$ cat src/rtl/rew_rw_mask_xor_if.sv
// Mask-XOR stream bundle: RW mask beats in, plaintext bucket beats in,
// ciphertext beats out toward the DDR3 write FIFO.
interface rew_rw_mask_xor_if #(
  parameter int DDRDWidth = 512
);
  logic [DDRDWidth-1:0] mask_in;
  logic                 mask_in_valid;
  logic                 mask_in_ready;
  logic [DDRDWidth-1:0] data_in;
  logic                 data_in_valid;
  logic                 data_in_ready;
  logic [DDRDWidth-1:0] data_out;
  logic                 data_out_valid;
  logic                 data_out_ready;
  logic                 bucket_last;

  // The block that produces the handshakes toward the mask/data sources and the ciphertext sink
  modport master (
    output mask_in, mask_in_valid, data_in, data_in_valid, data_out_ready,
    input  mask_in_ready, data_in_ready, data_out, data_out_valid, bucket_last
  );

  // The mask-XOR block itself
  modport slave (
    input  mask_in, mask_in_valid, data_in, data_in_valid, data_out_ready,
    output mask_in_ready, data_in_ready, data_out, data_out_valid, bucket_last
  );
endinterface

$ cat src/rtl/rew_rw_mask_xor.sv
// rew_rw_mask_xor: joins one RW mask beat with one plaintext bucket beat,
// XORs them and registers the ciphertext. Header beats of a bucket use only
// the low HdrMaskWidth mask bits; the upper plaintext bits pass unchanged.
// Optional feature macro: REW_MASK_STALL_CNT_EN builds a 16-bit saturating
// count of cycles where plaintext waited on a missing mask beat.
module rew_rw_mask_xor #(
  parameter int DDRDWidth    = 512,
  parameter int BktBeats     = 4,
  parameter int HdrBeats     = 1,
  parameter int HdrMaskWidth = 256
) (
  input  logic                 clk,
  input  logic                 rst_n,
  rew_rw_mask_xor_if.slave     bus,
  output logic [15:0]          mask_stall_count
);

  localparam int CntW = $clog2(BktBeats);
  localparam logic [CntW-1:0] LastCnt = CntW'(BktBeats - 1);
  localparam logic [CntW-1:0] HdrLastCnt = CntW'(HdrBeats - 1);
  localparam logic [DDRDWidth-1:0] HdrKeep =
    {DDRDWidth{1'b1}} >> (DDRDWidth - HdrMaskWidth);

  typedef enum logic {
    ST_HEADER,
    ST_PAYLOAD
  } state_t;

  state_t               state_q, state_d;
  logic [CntW-1:0]      beat_cnt_q, beat_cnt_d;
  logic [DDRDWidth-1:0] data_out_q, data_out_d;
  logic                 data_out_valid_q, data_out_valid_d;
  logic                 bucket_last_q, bucket_last_d;
  logic                 slot_free;
  logic                 fire;
  logic [DDRDWidth-1:0] eff_mask;

  // Join both input streams when the output register can take a beat; held off during reset
  always_comb begin
    slot_free = ~data_out_valid_q | bus.data_out_ready;
    fire      = rst_n & bus.mask_in_valid & bus.data_in_valid & slot_free;
  end

  assign bus.mask_in_ready  = fire;
  assign bus.data_in_ready  = fire;
  assign bus.data_out       = data_out_q;
  assign bus.data_out_valid = data_out_valid_q;
  assign bus.bucket_last    = bucket_last_q;

  // Header beats discard the unused upper mask bits instead of XORing them
  always_comb begin
    eff_mask = bus.mask_in;
    if (state_q == ST_HEADER) begin
      eff_mask = bus.mask_in & HdrKeep;
    end
  end

  // Bucket framing: count beats, leave header after HdrBeats, re-enter header on wrap
  always_comb begin
    state_d    = state_q;
    beat_cnt_d = beat_cnt_q;
    if (fire) begin
      if (beat_cnt_q == LastCnt) begin
        beat_cnt_d = '0;
        state_d    = ST_HEADER;
      end else begin
        beat_cnt_d = beat_cnt_q + 1'b1;
        if (state_q == ST_HEADER && beat_cnt_q == HdrLastCnt) begin
          state_d = ST_PAYLOAD;
        end
      end
    end
  end

  // Output register: load on a join, drain when downstream accepts, otherwise hold
  always_comb begin
    data_out_d       = data_out_q;
    data_out_valid_d = data_out_valid_q;
    bucket_last_d    = bucket_last_q;
    if (fire) begin
      data_out_d       = bus.data_in ^ eff_mask;
      data_out_valid_d = 1'b1;
      bucket_last_d    = (beat_cnt_q == LastCnt);
    end else if (bus.data_out_ready) begin
      data_out_valid_d = 1'b0;
    end
  end

  // State and output registers, cleared asynchronously so a held beat is lost on reset
  always_ff @(posedge clk or negedge rst_n) begin
    if (!rst_n) begin
      state_q          <= ST_HEADER;
      beat_cnt_q       <= '0;
      data_out_q       <= '0;
      data_out_valid_q <= 1'b0;
      bucket_last_q    <= 1'b0;
    end else begin
      state_q          <= state_d;
      beat_cnt_q       <= beat_cnt_d;
      data_out_q       <= data_out_d;
      data_out_valid_q <= data_out_valid_d;
      bucket_last_q    <= bucket_last_d;
    end
  end

`ifdef REW_MASK_STALL_CNT_EN
  logic [15:0] stall_cnt_q, stall_cnt_d;

  // Count cycles where plaintext could have gone out but its mask had not arrived
  always_comb begin
    stall_cnt_d = stall_cnt_q;
    if (bus.data_in_valid && !bus.mask_in_valid && slot_free && stall_cnt_q != 16'hFFFF) begin
      stall_cnt_d = stall_cnt_q + 16'd1;
    end
  end

  // Stall counter register, cleared only by reset
  always_ff @(posedge clk or negedge rst_n) begin
    if (!rst_n) begin
      stall_cnt_q <= '0;
    end else begin
      stall_cnt_q <= stall_cnt_d;
    end
  end

  assign mask_stall_count = stall_cnt_q;
`else
  assign mask_stall_count = 16'd0;
`endif

endmodule

$ cat src/flat_wrapper.sv
// flat-port wrapper written by rule: the top's interface ports become plain ports
module rew_rw_mask_xor_flat 
#(
  parameter int DDRDWidth    = 512,
  parameter int BktBeats     = 4,
  parameter int HdrBeats     = 1,
  parameter int HdrMaskWidth = 256
)
  (clk, rst_n, mask_stall_count, bus_mask_in, bus_mask_in_valid, bus_data_in, bus_data_in_valid, bus_data_out_ready, bus_mask_in_ready, bus_data_in_ready, bus_data_out, bus_data_out_valid, bus_bucket_last);
  rew_rw_mask_xor_if #(.DDRDWidth(DDRDWidth)) bus_i ();
  input  logic clk;
  input  logic rst_n;
  output logic [15:0] mask_stall_count;
  input wire logic [$bits(bus_i.mask_in)-1:0] bus_mask_in;
  input wire logic [$bits(bus_i.mask_in_valid)-1:0] bus_mask_in_valid;
  input wire logic [$bits(bus_i.data_in)-1:0] bus_data_in;
  input wire logic [$bits(bus_i.data_in_valid)-1:0] bus_data_in_valid;
  input wire logic [$bits(bus_i.data_out_ready)-1:0] bus_data_out_ready;
  output wire logic [$bits(bus_i.mask_in_ready)-1:0] bus_mask_in_ready;
  output wire logic [$bits(bus_i.data_in_ready)-1:0] bus_data_in_ready;
  output wire logic [$bits(bus_i.data_out)-1:0] bus_data_out;
  output wire logic [$bits(bus_i.data_out_valid)-1:0] bus_data_out_valid;
  output wire logic [$bits(bus_i.bucket_last)-1:0] bus_bucket_last;
  assign bus_i.mask_in = bus_mask_in;
  assign bus_i.mask_in_valid = bus_mask_in_valid;
  assign bus_i.data_in = bus_data_in;
  assign bus_i.data_in_valid = bus_data_in_valid;
  assign bus_i.data_out_ready = bus_data_out_ready;
  assign bus_mask_in_ready = bus_i.mask_in_ready;
  assign bus_data_in_ready = bus_i.data_in_ready;
  assign bus_data_out = bus_i.data_out;
  assign bus_data_out_valid = bus_i.data_out_valid;
  assign bus_bucket_last = bus_i.bucket_last;
  rew_rw_mask_xor #(.DDRDWidth(DDRDWidth), .BktBeats(BktBeats), .HdrBeats(HdrBeats), .HdrMaskWidth(HdrMaskWidth)) u_core (.clk(clk), .rst_n(rst_n), .bus(bus_i), .mask_stall_count(mask_stall_count));
endmodule
$ cat config.mk
export PLATFORM = sky130hd
export DESIGN_NAME = rew_rw_mask_xor_flat
export DESIGN_NICKNAME = d
export VERILOG_FILES = /design/src/rtl/rew_rw_mask_xor_if.sv /design/src/rtl/rew_rw_mask_xor.sv /design/src/flat_wrapper.sv
export SDC_FILE = /design/constraint.sdc
export NUM_CORES = 1
export LEC_CHECK = 0
export BUFFER_PORTS_ARGS = -buffer_cell sky130_fd_sc_hd__buf_2
export CAP_MARGIN = 20
export CORE_AREA = 2 2 609 611
export CTS_CLUSTER_SIZE = 8
export DETAILED_ROUTE_END_ITERATION = 16
export DIE_AREA = 0 0 611 613
export GPL_TIMING_DRIVEN = 0
export SLEW_MARGIN = 10
export SYNTH_ARGS = -nofsm -noshare
export SYNTH_HDL_FRONTEND = slang
export SYNTH_SLANG_ARGS = --single-unit
$ cat constraint.sdc
create_clock -name clk -period 2.56 [get_ports clk]
set_input_delay 0.128 -clock clk [delete_from_list [all_inputs] [get_ports clk]]
set_output_delay 0.128 -clock clk [all_outputs]
set_load 0.05 [all_outputs]
==> impl_metrics.toml <==
[worst_hold_path]
min_from = "bus_mask_in[457]"
hold_end = "u_core.bus.data_out[457]$_DFFE_PN0P_"
min_path_cells = 4
min_path_type = "in2reg"

[job]
cap_violations = 0

[placed_design]
dp_hpwl_um = 272000
port_buffers = 1544
gp_congestion = 1.04
post-place-cells = 8640
dp_worst_setup_slack_ns = -2.26

[cells_and_area]
areaGrowthSynthToFinish_pct = 108
drive_above_1_share_pct = 41.9
nets = 5950
instances_no_fill = 9972

[synth]
synth_cell_types = 21
netlist_top_cells_area = "dfrtp_1 (50%), xnor2_1 (17%), mux2_4 (14%)"
synthArstFlopShare_pct = 100
netlist_instances = 2233
ys_seq_area_share_pct = 49.8
synth-edff-count = 0
yosys.area.top_type = "dfrtp_1"
yosys_warnings = 0
synth_xor_area_share_pct = 17.3
synth_mux_area_share_pct = 14.7
synth-simple-area-share_pct = 3.86
synth_compound_area_share_pct = 9.95
synth_adder_area_share_pct = 0.0964
synthesis.area_um2 = 26000
synth_commonest_cells = "dfrtp_1 (517), a21oi_1 (513), xnor2_1 (512)"
ys_seq_elements = 517
synth.avg_cell_area_um2 = 11.6
synth_top_family_by_area = "XOR/XNOR gates"
synthMostInstantiatedCell = "dfrtp_1"
ys.flop_type = "dfrtp_1"
synth_top_area_share_pct = 49.8

[drt]
vias = 31100
drt-initial-drc-count = 1993
drt_first_pass_iters = 5
drc_errors = 0
ant_nets = 0
wl_per_cell_um = 31.9
vias_per_cell = 3.12
drt_wl_total_um = 318000

[clocking]
path_clk_slew_ns = 0.06
cts_buffers = 86
clock_latency_ns = 0.83
clk_path_buf_depth = 4
cts_sinks = 517
clockRootBuffer = "clkbuf_16"
cts_max_level = 3
cts_tree = "built"

[worst_setup_path]
rr_endpoint = "u_core.bus.data_out[460]$_DFFE_PN0P_"
r2r_setup_slack_ns = 0.13
crit_family = "buffers and inverters"
cp.arrival_ns = 3.15
cp-end-kind = "flop"
path_max_fanout = 10
slowest_delay_ns = 0.57
required_ns = 3.28
cp_cell_sequence = "buf_2, buf_1, nand2_1, xnor2_1, mux2_4"
ff2ff_path_depth = 5
cp_slowest_cell = "dfrtp_4"
critical_path_class = "reg2reg"
path_buf_inv = 2
startpoint_type = "flop"
crit_path_start = "u_core.state_q$_DFFE_PN0P_"
r2r-start = "u_core.state_q$_DFFE_PN0P_"

[floorplanning]
fp.dieW_um = 611
io_pins = 1561
core_um2 = 368000
start_util_pct = 7.06
placementRows = 223
chipHeight_um = 613
die-area_um2 = 375000

[power_and_ir_drop]
vdd_drop_max_mv = 0.471
leakage_nw = 23.0
power_density_nw_per_um2 = 963

[timing]
fin_crit_ns = 2.43
setup_viol = 0
fin_crit_sh_pct = 94.9
worst_pin_slew_ns = 1.27
drv_slew = 0
fin_skew_ns = 0.0488
fmax_ghz = 0.411
worst_slack_ns = 0.130
hold_viol_final = 0
rsz0062_at_grt = "no"
max-slew-margin-rel_pct = 15.3

[global_routing]
grt.overflow.total = 0
grt_pass1_wl_um = 381000
antenna_found_initial = 396
first_global_vias = 31000
grt_usage_pct = 16.3
grt_max_degree = 102

[outcome]
status = "finished, final reports clean"
[metal layers]
metal | vias up | GRT usage (%) | part of all wire, %
met5 | - | 0.323 | 0.26
met4 | 122 | 7.93 | 5.8
met3 | 936 | 9.33 | 13
met2 | 2219 | 25.0 | 43
met1 | 14800 | 18.0 | 37
li1 | 13100 | - | -
[final cells by class]
cell class / instances / area (µm²)
fillers: 41500 / 314000
multi-input cells: 1567 / 12200
well taps: 4837 / 6050
clock inverters: 13 / 204
clock buffers: 102 / 2310
repair buffers: 2586 / 18600
plain buffers: 159 / 1150
flip-flops and latches: 517 / 12900
inverters: 2 / 7.51
diodes: 189 / 473
[worst reg2reg max path, delay by kind of cell (launching register included)]
family	cells	cell delay, ns
xor gates and xnor gates	1	0.52
muxes	1	0.24
DFF	1	0.57
and+or+nand+nor	1	0.24
buffers and inverters	2	0.80
[per-stage QoR]
stage	utilization [%]	setup TNS, ns	instance area (µm²)	total power, mW	hold slack (ns)
after floorplan	-	0	26000	28.3	-0.168
after global placement	10.8	-	39800	38.1	0.371
after detailed placement	10.9	-930.16	40100	38.2	0.193
after CTS	14.5	-0.551	53400	52.5	0.00116
after global routing	14.6	0	53700	54.1	0.0386
final	14.7	0	53900	51.9	0.0125
[how the worst max path moves through the flow]
stage,to,slack (ns),cells after the start
4_1_cts,u_core.bus.data_out[452]$_DFFE_PN0P_,-0.11,5
3_5_place_dp,u_core.bus.data_out[66]$_DFFE_PN0P_,-2.26,10
2_1_floorplan,bus_mask_in_ready,0.63,8
3_3_place_gp,u_core.bus.data_out[55]$_DFFE_PN0P_,-11.85,1
5_1_grt,u_core.bus.data_out[415]$_DFFE_PN0P_,0.02,6
6_report,u_core.bus.data_out[460]$_DFFE_PN0P_,0.13,5
[cells by family (layout without fill, tap and decap cells)]
| logic type | after synthesis | in the layout |
|---|---|---|
| other | 1 | 205 |
| DFF | 517 | 517 |
| xor gates and xnor gates | 512 | 512 |
| and+or+nand+nor | 264 | 264 |
| muxes | 257 | 257 |
| adders and majority gates | 2 | 2 |
| AOI/OAI and AO/OA | 516 | 516 |
| buffers and inverters | 164 | 2862 |
[where the power goes]
part           switching (mW)  internal, mW  total [mW]
Sequential               1.64          11.0        12.6
Combinational            19.6          8.21        27.8
Clock                    4.81          6.70        11.5
[timing repair]
item	4_1_cts	5_1_grt
setup buffers	6	0
resized for setup	45	13
cloned	8	0
hold endpoints to repair	892	0
setup endpoints to repair	518	42
hold buffers	1017	0
[layout by cell type, fill, tap and decap left out, types with 5 or more instances in the layout]
cell type      count
xnor2_1          496
clkbuf_16         88
clkbuf_1          67
bufbuf_16          8
dfrtp_1          516
a21oi_1          513
buf_8              5
buf_12             9
buf_6             55
nand2_1          247
dlygate4sd3_1   1004
buf_2           1554
buf_16            12
xnor2_2           12
buf_4             26
conb_1            16
diode_2          189
mux2_2            12
clkbuf_8           6
nand2_2           10
clkbuf_2          10
mux2_4           245
[sequential cells by signal (all words and copies together) (netlist names)]
register	flops
u_core.beat_cnt_q	2
u_core.bus.bucket_last	1
u_core.bus.data_out	512
u_core.bus.data_out_valid	1
u_core.state_q	1
Note: power is estimated with default switching activity, not from simulation.
